File: src/rtl/btn_hex_entry.sv
// Two-button hex argument entry: btn1 bumps the selected nibble, a short btn2
// press selects the next nibble, a long btn2 press offers the value over valid/ready.
module btn_hex_entry #(
  parameter int DEBOUNCE_CYCLES = 50000,
  parameter int LONG_CYCLES     = 25000000
) (
  input  logic        clk,
  input  logic        reset,
  input  logic        btn1_n,
  input  logic        btn2_n,
  output logic [15:0] value,
  output logic [1:0]  digit_sel,
  output logic        busy,
  output logic        arg_valid,
  output logic [15:0] arg_data,
  input  logic        arg_ready
);

  localparam int DB_W   = (DEBOUNCE_CYCLES > 2) ? $clog2(DEBOUNCE_CYCLES) : 1;
  localparam int LONG_W = $clog2(LONG_CYCLES + 1);

  typedef enum logic {S_EDIT, S_SEND} state_t;

  logic [1:0]        w_raw;
  logic [1:0]        w_db;
  logic [15:0]       w_value_inc;

  logic [1:0]        r_db_d;
  logic              r_press1;
  logic              r_release2;
  logic              r_long2;
  logic              r_long_seen;
  logic [LONG_W-1:0] r_hold_cnt;

  state_t            r_state;
  logic [15:0]       r_value;
  logic [1:0]        r_digit_sel;
  logic              r_busy;
  logic              r_arg_valid;
  logic [15:0]       r_arg_data;

  assign w_raw = {btn2_n, btn1_n};

  genvar gi;
  generate
    for (gi = 0; gi < 2; gi++) begin : g_btn
      logic            r_s1;
      logic            r_s2;
      logic            r_lvl;
      logic [DB_W-1:0] r_cnt;

      // Level flips only after DEBOUNCE_CYCLES consecutive differing samples.
      always_ff @(posedge clk) begin
        if (reset) begin
          r_s1  <= 1'b1;
          r_s2  <= 1'b1;
          r_lvl <= 1'b1;
          r_cnt <= '0;
        end else begin
          r_s1 <= w_raw[gi];
          r_s2 <= r_s1;
          if (r_s2 == r_lvl) begin
            r_cnt <= '0;
          end else if (r_cnt == DB_W'(DEBOUNCE_CYCLES - 1)) begin
            r_lvl <= r_s2;
            r_cnt <= '0;
          end else begin
            r_cnt <= r_cnt + 1'b1;
          end
        end
      end

      assign w_db[gi] = r_lvl;
    end

    for (gi = 0; gi < 4; gi++) begin : g_nib
      assign w_value_inc[4*gi +: 4] = r_value[4*gi +: 4] + {3'b000, r_digit_sel == 2'(gi)};
    end
  endgenerate

  always_ff @(posedge clk) begin
    if (reset) begin
      r_db_d      <= 2'b11;
      r_press1    <= 1'b0;
      r_release2  <= 1'b0;
      r_long2     <= 1'b0;
      r_long_seen <= 1'b0;
      r_hold_cnt  <= '0;
    end else begin
      r_db_d     <= w_db;
      r_press1   <= r_db_d[0] & ~w_db[0];
      r_release2 <= ~r_db_d[1] & w_db[1];
      r_long2    <= ~w_db[1] && (r_hold_cnt == LONG_W'(LONG_CYCLES - 1));
      if (w_db[1])
        r_hold_cnt <= '0;
      else if (r_hold_cnt != LONG_W'(LONG_CYCLES))
        r_hold_cnt <= r_hold_cnt + 1'b1;
      // Remembers a long press until its release, even if that release lands in SEND.
      if (r_long2)
        r_long_seen <= 1'b1;
      else if (r_release2)
        r_long_seen <= 1'b0;
    end
  end

  always_ff @(posedge clk) begin
    if (reset) begin
      r_state     <= S_EDIT;
      r_value     <= '0;
      r_digit_sel <= '0;
      r_busy      <= 1'b0;
      r_arg_valid <= 1'b0;
      r_arg_data  <= '0;
    end else begin
      case (r_state)
        S_EDIT: begin
          if (r_long2) begin
            r_state     <= S_SEND;
            r_busy      <= 1'b1;
            r_arg_valid <= 1'b1;
            r_arg_data  <= r_value;
          end else begin
            if (r_press1)
              r_value <= w_value_inc;
            if (r_release2 && !r_long_seen)
              r_digit_sel <= r_digit_sel + 2'd1;
          end
        end
        S_SEND: begin
          if (arg_ready) begin
            r_state     <= S_EDIT;
            r_busy      <= 1'b0;
            r_arg_valid <= 1'b0;
          end
        end
        default: r_state <= S_EDIT;
      endcase
    end
  end

  assign value     = r_value;
  assign digit_sel = r_digit_sel;
  assign busy      = r_busy;
  assign arg_valid = r_arg_valid;
  assign arg_data  = r_arg_data;

endmodule

File: config.mk
export PLATFORM = sky130hd
export DESIGN_NAME = btn_hex_entry
export DESIGN_NICKNAME = d
export VERILOG_FILES = /design/src/rtl/btn_hex_entry.sv
export SDC_FILE = /design/constraint.sdc
export NUM_CORES = 1
export LEC_CHECK = 0
export BUFFER_PORTS_ARGS = -buffer_cell sky130_fd_sc_hd__buf_2
export CELL_PAD_IN_SITES_DETAIL_PLACEMENT = 1
export CELL_PAD_IN_SITES_GLOBAL_PLACEMENT = 1
export CORE_MARGIN = 2
export CORE_UTILIZATION = 48
export CTS_CLUSTER_DIAMETER = 40
export DETAILED_ROUTE_END_ITERATION = 10
export GPL_ROUTABILITY_DRIVEN = 0
export GPL_TIMING_DRIVEN = 0
export PLACE_DENSITY = 0.8
export SKIP_CTS_REPAIR_TIMING = 1
export SLEW_MARGIN = 20
export SYNTH_ARGS = -nofsm -noshare
export SYNTH_HDL_FRONTEND = slang
export SYNTH_SLANG_ARGS = --single-unit
export TNS_END_PERCENT = 100
File: constraint.sdc
create_clock -name clk -period 3.8 [get_ports clk]
set_clock_uncertainty 0.15 [all_clocks]
set_input_delay 0.38 -clock clk [delete_from_list [all_inputs] [get_ports clk]]
set_output_delay 0.38 -clock clk [all_outputs]
set_load 0.005 [all_outputs]
# Word level (Yosys, flattened, before mapping)
# Cells that the tools add are included.
# word_totals
regBits,105
out_inout_bits,36
in_bits,5
word_cells,69
# classes
bitwise,9
add_sub_neg,8
n_reduce_logical,14
eq_ne,11
muxes,8
# op_table
operator,n
"16-bit by 1-bit adder with 16-bit output, second input constant",2
"16-bit == test, second input constant",2
"25-bit by 1-bit adder with 25-bit output, second input constant",1
"25-bit == test, second input constant",1
"25-bit != test, second input constant",1
4-bit by 1-bit adder with 4-bit output,4
2-bit AND reduction,4
1-bit inverter,7
1-bit two-way mux,6
3-bit AND reduction,2
3-bit OR reduction,2
"2-bit == test, second input constant",2
"2-bit != test, second input constant",2
1-bit case mux with 2 select lines,2
"2-bit by 1-bit adder with 2-bit output, second input constant",1
1-bit bitwise AND,2
1-bit == test,2
"2-bit by 1-bit == test with 1-bit output, second input constant",1
1-bit logical AND,2
2-bit zero test,1
2-bit nonzero test,1
2-bit OR reduction,1
1-bit zero test,1

# Depth between registers and ports, before layout
# depth
ltp_word,3
depth_mapped,7

# Least setup slack after synthesis
# OpenSTA, ideal clock, no wires.
# synth_timing
path_type,register to register
start,register g_btn[1].r_cnt[12]
end,register g_btn[1].r_cnt[10]
t_required_ns,3.535
synth_period_minus_slack_ns,1.901
path_slack_ns,1.899
arrival_ns,1.637
n_path_buf,2
path_stages_with_launch,7
cell_sequence,dfxtp_1 > or4bb_2 > nor4_4 > or3_1 > buf_6 > buf_12 > nor2_1
# synth_between
elab_chain_len,2
# synth_rtl
item,line,text
"start, declared",50,logic [DB_W-1:0] r_cnt;
"start signal, assigned",68,r_cnt <= r_cnt + 1'b1;
16-bit == test,64,end else if (r_cnt == DB_W'(DEBOUNCE_CYCLES - 1)) begin
3-bit OR reduction (no source line),-,
# No other way between the ends.
# A chain may end at the register's enable or synchronous reset.

# Worst setup path in the final report
# layout_timing
start,register r_long2
end,register r_value[10] (netlist: value[10])
# layout_between
elab_chain_len,2
# layout_rtl
item,line,text
"start, declared",31,logic r_long2;
"start signal, assigned",93,r_long2 <= ~w_db[1] && (r_hold_cnt == LONG_W'(LONG_CYCLES - 1));
1-bit inverter (no source line),-,
3-bit AND reduction (no source line),-,
"end signal, assigned",124,r_value <= w_value_inc;
"end, declared",36,logic [15:0] r_value;
# No other way between the ends.

==> results by group <==
Outcome
  • Status: finished, final reports clean

Routing
  • Via count: 3639
  • 1st-pass router iterations: 4
  • Final WL: 9850 um
  • Iter 0 DRT Violations: 62
  • WL/cell: 14.6 um
  • # DRC: 0
  • Via/cell ratio: 5.38
  • Final ANT Viol Nets: 0

Worst setup path
  • CP Cell Sequence: nor3b_1 > clkbuf_1 > nand2_1 > xor2_1 > nor2_1
  • CP max stage cell: nor3b_1
  • Cell family with the largest share of critical-path delay: simple AND/OR/NAND/NOR gates
  • Reg2reg path depth: 5
  • FF-to-FF Start: r_long2$_SDFF_PP0_
  • Critical path class: register to register
  • Critical path launch point type: register
  • Critical R2R Capture: value[10]$_SDFFE_PP0P_
  • Crit end category: register
  • Required time at the worst-slack endpoint: 3.90 ns
  • Critical-path maximum fanout: 10
  • Crit path DAT: 2.37 ns
  • Worst reg-to-reg setup slack: 1.53 ns
  • Buf/Inv on CP: 1
  • CP max stage delay: 0.84 ns

Clocking
  • Clock Path Buffers: 2
  • Worst-Skew Late Latency: 0.37 ns
  • CTS Buf Count: 9
  • Clk sinks: 105
  • Clk root buf: clkbuf_8
  • CTS tree: done
  • Clock slew at reported path FFs: 0.10 ns
  • H-tree depth: 3

Min path
  • Hold Crit Class: input port to register
  • Hold path depth: 2
  • Hold path startpoint: btn1_n
  • Worst Hold Path EP: g_btn[0].r_s1$_SDFF_PP1_

Layout
  • Most frequent cells in the layout: dfxtp_1 (105), nand2_1 (67), nor2_1 (64)
  • Commonest non-fill, non-tap cell in the layout: dfxtp_1
  • Fillers: 1113
  • Share of cells above drive strength 1: 0.131
  • # diodes: 0
  • P&R area growth vs syn: 12.9%
  • Final-stage net count: 581

Synthesis
  • Dominant synthesized flop cell: dfxtp_1
  • Syn_nets: 530
  • Async set-or-reset flop fraction in the synthesized netlist: 0
  • Yosys Warn Count: 0
  • Number of synthesized flops with an enable pin: 0
  • Sequential fraction of the synthesis area: 0.470
  • Synth cell types: 41
  • Syn Area/Cell: 8.79 um2
  • Number of synthesized register bits: 105
  • Cell area after synthesis: 4470 um2
  • Syn Inst Count: 509

Placed design
  • Hpwl dp: 7170 um
  • Port Buffers: 40

Power and ir drop
  • Pwr dens: 381 nW/um2
  • Leak Pwr: 1.76 nW
  • Power Total: 1.92 mW
  • IR drop worst, VDD: 0.000186 V

Die
  • Area of the core: 9150 um2
  • Die W: 101 um
  • Initial Util: 0.489
  • Die area: 10100 um2
  • # IOs: 41
  • Die height: 101 um
  • Num rows: 35

Global route
  • Largest net degree at the start of global routing: 18
  • All-Layer GR Usage: 0.205
  • Number of global-route vias before repair: 3685
  • Gr ovfl total: 0
  • Initial antenna violation count: 0
  • Global-route wire length before repair: 16700 um

Flow run
  • Max cap viols: 0

STA
  • Worst-Margin Slew: 1.00 ns
  • Tmin final: 2.27 ns
  • Final hold viol count: 0
  • Slew margin rel.: 0.329
  • Period utilisation layout: 0.597
  • Setup TNS: 0 ns
  • Pins Over Slew Limit: 0
  • Fmax: 441 MHz
  • # setup viols final: 0
  • RSZ-0062 raised after global routing: false
[sequential cells by signal, indices dropped and copies added, names as in the netlist, 2 cells and up]
name         count
g_btn.r_s1       2
digit_sel        2
r_hold_cnt      25
g_btn.r_lvl      2
arg_data        16
g_btn.r_cnt     32
value           16
r_db_d           2
g_btn.r_s2       2
[Yosys cell counts, types with 2 or more instances]
library cell / count / area, um2
ha_1: 16 / 200
buf_4: 2 / 15.0
and3_1: 4 / 25.0
or4bb_1: 2 / 22.5
nor2_1: 64 / 240
nor3b_1: 4 / 30.0
a21oi_1: 41 / 205
o31ai_1: 5 / 37.5
xor2_1: 20 / 175
xnor2_1: 28 / 245
and2_1: 2 / 12.5
or4_1: 9 / 67.6
nand4_1: 20 / 125
dfxtp_1: 105 / 2100
nand2_1: 67 / 251
and4_1: 4 / 35.0
or2_2: 7 / 43.8
or3_1: 11 / 68.8
nor4_1: 8 / 50.1
nand2b_1: 3 / 18.8
o21ai_0: 9 / 45.0
nand3_1: 19 / 95.1
clkbuf_1: 14 / 52.6
nor3_1: 9 / 45.0
buf_6: 2 / 22.5
nor2b_1: 5 / 31.3
inv_1: 15 / 56.3
[metal layers]
| layer | GRT usage | share of wire | up-vias |
|---|---|---|---|
| li1 | - | - | 1845 |
| met1 | 0.248 | 0.46 | 1741 |
| met2 | 0.371 | 0.50 | 45 |
| met3 | 0.0409 | 0.031 | 8 |
| met4 | 0.0537 | 0.0077 | 0 |
| met5 | 0 | 0 | - |
[worst register-to-register path: cells and delay by family, from the launching register on]
| kind | cells | cell delay (ns) |
|---|---|---|
| XOR/XNOR | 1 | 0.15 |
| flip-flops | 1 | 0.37 |
| AND/OR/NAND/NOR | 3 | 1.03 |
| buffers and inverters | 1 | 0.46 |
[cell families after synthesis]
kind of cell,count (synthesis),synth area share
XOR/XNOR,48,0.0940
flip-flops,105,0.470
AND/OR/NAND/NOR,245,0.279
AO/OA/AOI/OAI,60,0.0739
adder cells (fa/ha/maj),16,0.0448
buffers and inverters,35,0.0383
[power breakdown]
part           switching, mW  total [mW]  internal (mW)
clock network          0.387       0.799          0.412
logic                 0.0140      0.0214        0.00742
registers            0.00146        1.10           1.10
total                  0.402        1.92           1.52
[worst max-delay path by stage]
| stage | start | to | slack, ns | depth (start not counted) |
|---|---|---|---|---|
| global placement | r_long2$_SDFF_PP0_ | value[14]$_SDFFE_PP0P_ | 1.59 | 5 |
| CTS | r_long2$_SDFF_PP0_ | value[14]$_SDFFE_PP0P_ | 1.50 | 5 |
| finish | r_long2$_SDFF_PP0_ | value[10]$_SDFFE_PP0P_ | 1.53 | 5 |
| detailed placement | r_long2$_SDFF_PP0_ | value[10]$_SDFFE_PP0P_ | 1.56 | 5 |
| floorplan | g_btn[1].r_cnt[12]$_SDFF_PP0_ | g_btn[1].r_cnt[10]$_SDFF_PP0_ | 1.90 | 6 |
| global route | r_long2$_SDFF_PP0_ | value[14]$_SDFFE_PP0P_ | 1.40 | 5 |
[per-stage QoR]
stage / worst slack, ns / hold slack (ns) / cell area, um2 / cells / util
2_1_floorplan: 1.90 / 0.223 / 4470 / 509 / -
3_3_place_gp: 1.59 / 0.231 / 4810 / 660 / 0.526
6_report: 1.53 / 0.0430 / 5050 / 676 / 0.551
5_1_grt: 1.40 / 0.0473 / 5050 / 676 / 0.551
4_1_cts: 1.50 / 0.0258 / 5050 / 676 / 0.551
3_5_place_dp: 1.56 / 0.237 / 4810 / 660 / 0.526
[area by class of cell]
class,instances,area [um2],share of cell area
Buffer,20,115,0.0228
Clock buffer,11,151,0.0300
Sequential cell,105,2100,0.416
Timing Repair Buffer,40,200,0.0397
Tap cell,111,139,0.0275
Clock inverter,5,85.1,0.0169
Multi-Input combinational cell,369,2200,0.436
Inverter,15,56.3,0.0112
Note: power is estimated with default switching activity, not from simulation.
